File: src/rtl/mem_arbiter_if.sv
// ============================================================================
// Module   : mem_arbiter_if
// Purpose  : Fetch, data and RAM-port signal bundle shared by the arbiter and its users.
// Revision : 1.0
// ============================================================================
`default_nettype none

interface mem_arbiter_if;
  logic        iREN;
  logic [31:0] iaddr;
  logic [31:0] iload;
  logic        ihit;
  logic        dREN;
  logic        dWEN;
  logic [31:0] daddr;
  logic [31:0] dstore;
  logic [31:0] dload;
  logic        dhit;
  logic        derr;
  logic        halt;
  logic        ramREN;
  logic        ramWEN;
  logic [31:0] ramaddr;
  logic [31:0] ramstore;
  logic [31:0] ramload;
  logic [1:0]  ramstate;

  modport slave (
    input  iREN, iaddr, dREN, dWEN, daddr, dstore, halt, ramload, ramstate,
    output iload, ihit, dload, dhit, derr, ramREN, ramWEN, ramaddr, ramstore
  );

  modport master (
    output iREN, iaddr, dREN, dWEN, daddr, dstore, halt, ramload, ramstate,
    input  iload, ihit, dload, dhit, derr, ramREN, ramWEN, ramaddr, ramstore
  );
endinterface

`default_nettype wire

File: src/rtl/mem_arbiter.sv
// ============================================================================
// Module   : mem_arbiter
// Purpose  : Shares one RAM port between fetch and data; data wins, bounded by starvation count.
// Revision : 1.0
// ============================================================================
`default_nettype none

module mem_arbiter #(
  parameter int STARVE_MAX = 4,
  parameter int CNT_W      = 3
) (
  input  wire logic    CLK,
  input  wire logic    nRST,
  mem_arbiter_if.slave bus
);

  localparam logic [1:0] STATE_IDLE   = 2'd0;
  localparam logic [1:0] STATE_DGRANT = 2'd1;
  localparam logic [1:0] STATE_IGRANT = 2'd2;

  localparam logic [1:0] RAM_ACCESS = 2'b10;
  localparam logic [1:0] RAM_ERROR  = 2'b11;

  localparam logic [CNT_W-1:0] STARVE_LIMIT = CNT_W'(STARVE_MAX);

  logic [1:0]       state_q, state_d;
  logic [CNT_W-1:0] starve_cnt_q, starve_cnt_d;

  logic w_d_req;
  logic w_force_i;
  logic w_access;
  logic w_error;

  assign w_d_req   = bus.dREN | bus.dWEN;
  assign w_force_i = bus.iREN & ~bus.halt & (starve_cnt_q == STARVE_LIMIT);
  assign w_access  = (bus.ramstate == RAM_ACCESS);
  assign w_error   = (bus.ramstate == RAM_ERROR);

  always_ff @(posedge CLK or negedge nRST) begin
    if (!nRST) begin
      state_q      <= STATE_IDLE;
      starve_cnt_q <= '0;
    end else begin
      state_q      <= state_d;
      starve_cnt_q <= starve_cnt_d;
    end
  end

  always_comb begin
    state_d      = state_q;
    starve_cnt_d = starve_cnt_q;
    case (state_q)
      STATE_IDLE: begin
        if (w_d_req && !w_force_i)          state_d = STATE_DGRANT;
        else if (bus.iREN && !bus.halt)     state_d = STATE_IGRANT;
      end
      STATE_DGRANT: begin
        if (!w_d_req) begin
          state_d = STATE_IDLE;
        end else if (w_access) begin
          state_d = STATE_IDLE;
          // Only data grants that actually kept fetch waiting count toward starvation.
          if (!bus.iREN)                         starve_cnt_d = '0;
          else if (starve_cnt_q != STARVE_LIMIT) starve_cnt_d = starve_cnt_q + CNT_W'(1);
        end else if (w_error) begin
          state_d = STATE_IDLE;
        end
      end
      STATE_IGRANT: begin
        if (!bus.iREN) begin
          state_d = STATE_IDLE;
        end else if (w_access) begin
          state_d      = STATE_IDLE;
          starve_cnt_d = '0;
        end else if (w_error) begin
          state_d = STATE_IDLE;
        end
      end
      default: state_d = STATE_IDLE;
    endcase
  end

  always_comb begin
    bus.ramREN   = 1'b0;
    bus.ramWEN   = 1'b0;
    bus.ramaddr  = '0;
    bus.ramstore = '0;
    bus.ihit     = 1'b0;
    bus.iload    = '0;
    bus.dhit     = 1'b0;
    bus.dload    = '0;
    bus.derr     = 1'b0;
    case (state_q)
      STATE_DGRANT: begin
        bus.ramWEN   = bus.dWEN;
        bus.ramREN   = bus.dREN & ~bus.dWEN;
        bus.ramaddr  = bus.daddr;
        bus.ramstore = bus.dstore;
        if (w_d_req && w_access) begin
          bus.dhit  = 1'b1;
          bus.dload = bus.ramload;
        end else if (w_d_req && w_error) begin
          bus.derr = 1'b1;
        end
      end
      STATE_IGRANT: begin
        bus.ramREN  = 1'b1;
        bus.ramaddr = bus.iaddr;
        if (bus.iREN && w_access) begin
          bus.ihit  = 1'b1;
          bus.iload = bus.ramload;
        end
      end
      default: ;
    endcase
  end

endmodule

`default_nettype wire

File: src/flat_wrapper.sv
// flat-port wrapper written by rule: the top's interface ports become plain ports
module mem_arbiter_flat 
#(
  parameter int STARVE_MAX = 4,
  parameter int CNT_W      = 3
)
  (CLK, nRST, bus_iREN, bus_iaddr, bus_dREN, bus_dWEN, bus_daddr, bus_dstore, bus_halt, bus_ramload, bus_ramstate, bus_iload, bus_ihit, bus_dload, bus_dhit, bus_derr, bus_ramREN, bus_ramWEN, bus_ramaddr, bus_ramstore);
  mem_arbiter_if bus_i ();
  input  wire logic CLK;
  input  wire logic nRST;
  input wire logic [$bits(bus_i.iREN)-1:0] bus_iREN;
  input wire logic [$bits(bus_i.iaddr)-1:0] bus_iaddr;
  input wire logic [$bits(bus_i.dREN)-1:0] bus_dREN;
  input wire logic [$bits(bus_i.dWEN)-1:0] bus_dWEN;
  input wire logic [$bits(bus_i.daddr)-1:0] bus_daddr;
  input wire logic [$bits(bus_i.dstore)-1:0] bus_dstore;
  input wire logic [$bits(bus_i.halt)-1:0] bus_halt;
  input wire logic [$bits(bus_i.ramload)-1:0] bus_ramload;
  input wire logic [$bits(bus_i.ramstate)-1:0] bus_ramstate;
  output wire logic [$bits(bus_i.iload)-1:0] bus_iload;
  output wire logic [$bits(bus_i.ihit)-1:0] bus_ihit;
  output wire logic [$bits(bus_i.dload)-1:0] bus_dload;
  output wire logic [$bits(bus_i.dhit)-1:0] bus_dhit;
  output wire logic [$bits(bus_i.derr)-1:0] bus_derr;
  output wire logic [$bits(bus_i.ramREN)-1:0] bus_ramREN;
  output wire logic [$bits(bus_i.ramWEN)-1:0] bus_ramWEN;
  output wire logic [$bits(bus_i.ramaddr)-1:0] bus_ramaddr;
  output wire logic [$bits(bus_i.ramstore)-1:0] bus_ramstore;
  assign bus_i.iREN = bus_iREN;
  assign bus_i.iaddr = bus_iaddr;
  assign bus_i.dREN = bus_dREN;
  assign bus_i.dWEN = bus_dWEN;
  assign bus_i.daddr = bus_daddr;
  assign bus_i.dstore = bus_dstore;
  assign bus_i.halt = bus_halt;
  assign bus_i.ramload = bus_ramload;
  assign bus_i.ramstate = bus_ramstate;
  assign bus_iload = bus_i.iload;
  assign bus_ihit = bus_i.ihit;
  assign bus_dload = bus_i.dload;
  assign bus_dhit = bus_i.dhit;
  assign bus_derr = bus_i.derr;
  assign bus_ramREN = bus_i.ramREN;
  assign bus_ramWEN = bus_i.ramWEN;
  assign bus_ramaddr = bus_i.ramaddr;
  assign bus_ramstore = bus_i.ramstore;
  mem_arbiter #(.STARVE_MAX(STARVE_MAX), .CNT_W(CNT_W)) u_core (.CLK(CLK), .nRST(nRST), .bus(bus_i));
endmodule
File: config.mk
export PLATFORM = sky130hd
export DESIGN_NAME = mem_arbiter_flat
export DESIGN_NICKNAME = d
export VERILOG_FILES = /design/src/rtl/mem_arbiter_if.sv /design/src/rtl/mem_arbiter.sv /design/src/flat_wrapper.sv
export SDC_FILE = /design/constraint.sdc
export NUM_CORES = 1
export LEC_CHECK = 0
export CAP_MARGIN = 40
export CELL_PAD_IN_SITES_DETAIL_PLACEMENT = 0
export CELL_PAD_IN_SITES_GLOBAL_PLACEMENT = 2
export CORE_MARGIN = 4
export CORE_UTILIZATION = 10
export DETAILED_ROUTE_END_ITERATION = 6
export PLACE_DENSITY = 0.95
export SLEW_MARGIN = 20
export SYNTH_ARGS = -nofsm -noshare
export SYNTH_HDL_FRONTEND = slang
export SYNTH_SLANG_ARGS = --single-unit
File: constraint.sdc
create_clock -name CLK -period 1.92 [get_ports CLK]
set_clock_uncertainty 0.1 [all_clocks]
set_input_delay 0.576 -clock CLK [delete_from_list [all_inputs] [get_ports CLK]]
set_output_delay 0.576 -clock CLK [all_outputs]
set_load 0.02 [all_outputs]
==> results.cfg <==
[sta]
timing_max_transition_violations_final = 0
fin_hold_viols = 0
final_total_negative_setup_slack_ns = -45.19
tightest_slew_ns = 0.3590
period_minus_slack_ns = 2.368
setup_repair_after_global_routing_missed_its_margin = yes
final_critical_path_setup_slack_ns = -0.4476
final_setup_violating_endpoints = 136
worst_hold_slack_ns = 0.4549
final.period_utilization_pct = 123.3
fmax_mhz = 422.4
maxSlewHeadroom_pct = 76.07

[placed_design]
post-dp-hpwl_mm = 9.077
place_congestion = 0.8027
io_buffer_count = 268
placed_cell_area_mm2 = 0.005049
place_worst_setup_slack_ns = -1.087

[logic_synthesis]
synth.avg_cell_area_um2 = 6.887
synthDominantAreaCellType = sky130_fd_sc_hd__and2_1
yosys-top-cells-area = sky130_fd_sc_hd__and2_1, sky130_fd_sc_hd__a22oi_1, sky130_fd_sc_hd__nor2b_1
post_synth_inst_count = 228
syn_nets = 370
fraction_of_synthesized_cell_area_taken_by_the_top_area_cell_type_pct = 38.65
synth-seq-cells = 5
netlist-cell-type-count = 29
synth_sequential_area_ratio_pct = 7.968
ys_warn_count = 0
syn_area_mm2 = 0.001570

[global_route]
grt-ovfl-total = 0
grt_pass1_wl_mm = 17.51
grt_max_degree = 34
total_track_usage_pct = 12.20
grt_antenna_before_repair = 1
grt_pass1_vias = 3106

[routing]
drt_first_pass_iters = 4
sum_of_routed_wire_length_over_all_layers_mm = 12.08
route.detailed.vias_per_inst = 3.844
drt_drc_violations_left = 0
drtAntennaViolNets = 0
drt-wirelength-per-cell_um = 16.24
num_vias = 2860
drt_iter0_drc = 80

[cells_and_area]
post_route_cells_drive_above_1_share_pct = 68.86
utilization_pct = 38.19
fill_cells = 1541
layout.nets = 676
synthToLayoutAreaGrowth_pct = 272.5
fin_area_mm2 = 0.005849
layout_commonest_cell = sky130_fd_sc_hd__clkdlybuf4s50_1
num_antenna_cells = 0
most_frequent_cells_in_the_layout = sky130_fd_sc_hd__clkdlybuf4s50_1, sky130_fd_sc_hd__buf_6, sky130_fd_sc_hd__and2_4

[hold_path]
min_path_cells = 1
timing.hold.worst.class = register to register

[cts]
tritoncts_clock_tree = done
clk_pin_slew_worst_paths_ns = 0.03
cts-htree-levels = 1
clock_sinks = 5
clkLatencyLatePin_ns = 0.22
cts-root-buf = sky130_fd_sc_hd__clkbuf_16
cts_hold_repair.buffers = 0
numCtsBuffers = 3
maximum_clock_path_buffer_count = 2

[die]
core-area_mm2 = 0.01531
chipHeight_um = 133.3
floorplan.die.width_um = 133.3
std_cell_rows = 45
ioPinCount = 269
die_area_mm2 = 0.01777
initial_utilization_pct = 10.25

[run_status]
failed_checks = setup timing
outcome = complete, but fails checks

[critical_path]
critical_path.slowest_cell = sky130_fd_sc_hd__dfrtp_2
worstSetupEndpointType = primary output
timing.setup.critical_path_class = register to primary output
cp_data_arrival_time_ns = 1.69
worst-endpoint-required_ns = 1.24
critical_path.max_stage_delay_ns = 0.42
worst_setup_path_start_kind = register
path_depth_of_the_worst_reg2reg_path = 8
cp_cell_sequence = inv_2 > ha_4 > o21ai_4 > nor2_4 > bufbuf_16 > and2_4 > buf_4
worstPathMaxFanout = 8

[pwr]
power_density_mw_per_mm2 = 822.2
p_leak_uw = 0.002536
peakVddDrop_uv = 478.2

[run]
cap_violations = 0
==> metrics by stage <==
stage,total power [uW],std cells
floorplan,2147,228
global placement,3709,710
detailed placement,3762,710
CTS,4563,738
global route,5088,744
finish,4809,744
==> final timing paths <==
path / startpoint / end / slack, ns
setup / recovery: u_core.state_q[1]$_DFFE_PN0P_ / bus_dload[9] / -0.45
hold / removal: u_core.starve_cnt_q[2]$_DFFE_PN0P_ / u_core.starve_cnt_q[2]$_DFFE_PN0P_ / 0.45
setup reg to reg: u_core.state_q[0]$_DFFE_PN0P_ / u_core.starve_cnt_q[0]$_DFFE_PN0P_ / -0.18
hold reg to reg: u_core.starve_cnt_q[2]$_DFFE_PN0P_ / u_core.starve_cnt_q[2]$_DFFE_PN0P_ / 0.45
max in group asynchronous: nRST / u_core.state_q[0]$_DFFE_PN0P_ / 1.04
min in group asynchronous: nRST / u_core.starve_cnt_q[1]$_DFFE_PN0P_ / 0.47
==> flip-flops by register name, summed over array words and instances (netlist names) <==
signal / flops
u_core.starve_cnt_q: 3
u_core.state_q: 2
==> Yosys cell counts (all sizes together) <==
cell      n
a2111oi   1
a211oi    1
a22o      1
a22oi    32
a32o      1
and2     97
and3b     1
and4      1
buf       7
clkbuf   14
dfrtp     5
ha        6
inv       4
mux2i     2
nand2     4
nand2b    2
nand3     1
nand3b    1
nand4b    1
nor2      4
nor2b    32
o21a      1
o21ai     5
o22ai     1
o2bb2ai   1
or2b      2
==> cell type report <==
cell class	count	area, um^2	area share (%)
tap	211	264.0	4.513
timing repair buffer	322	3438	58.78
sequential	5	127.6	2.182
multi-input combinational	198	1926	32.92
inverter	4	15.01	0.2567
clock buffer	4	78.83	1.348
==> power breakdown <==
group / switching, uW / internal (uW) / total (uW)
clock: 67.1 / 275 / 342
sequential: 41.7 / 147 / 189
combinational: 1870 / 2410 / 4280
total: 1980 / 2830 / 4810
==> cells by family (layout without fill, tap and decap cells) <==
family	count (synthesis)	after routing	synth area share (%)
and+or+nand+nor	146	146	57.53
AOI/OAI and AO/OA	44	44	21.75
buffers and inverters	25	330	6.693
adders and majority gates	6	6	4.781
DFF	5	5	7.968
muxes	2	2	1.275
==> per-layer routing <==
layer	part of all wire [%]	track usage (%)	vias up
li1	-	-	1379
met3	6.3	2.606	6
met1	36	13.12	1366
met2	57	24.94	107
met5	0.058	0	-
met4	0.54	1.086	2
==> critical path: cells and delay by family (launching register included) <==
kind,cells,cell delay [ns]
flops,1,0.42
fa+ha+maj,1,0.18
simple gates,2,0.29
compound gates,1,0.09
buf+inv,3,0.49
==> repair_timing <==
action,in CTS,in global routing
gates resized for setup,723,105
setup endpoints to repair,138,137
cloned,7,2
buffers inserted,17,5
pin swaps,14,11
Note: power is estimated with default switching activity, not from simulation.
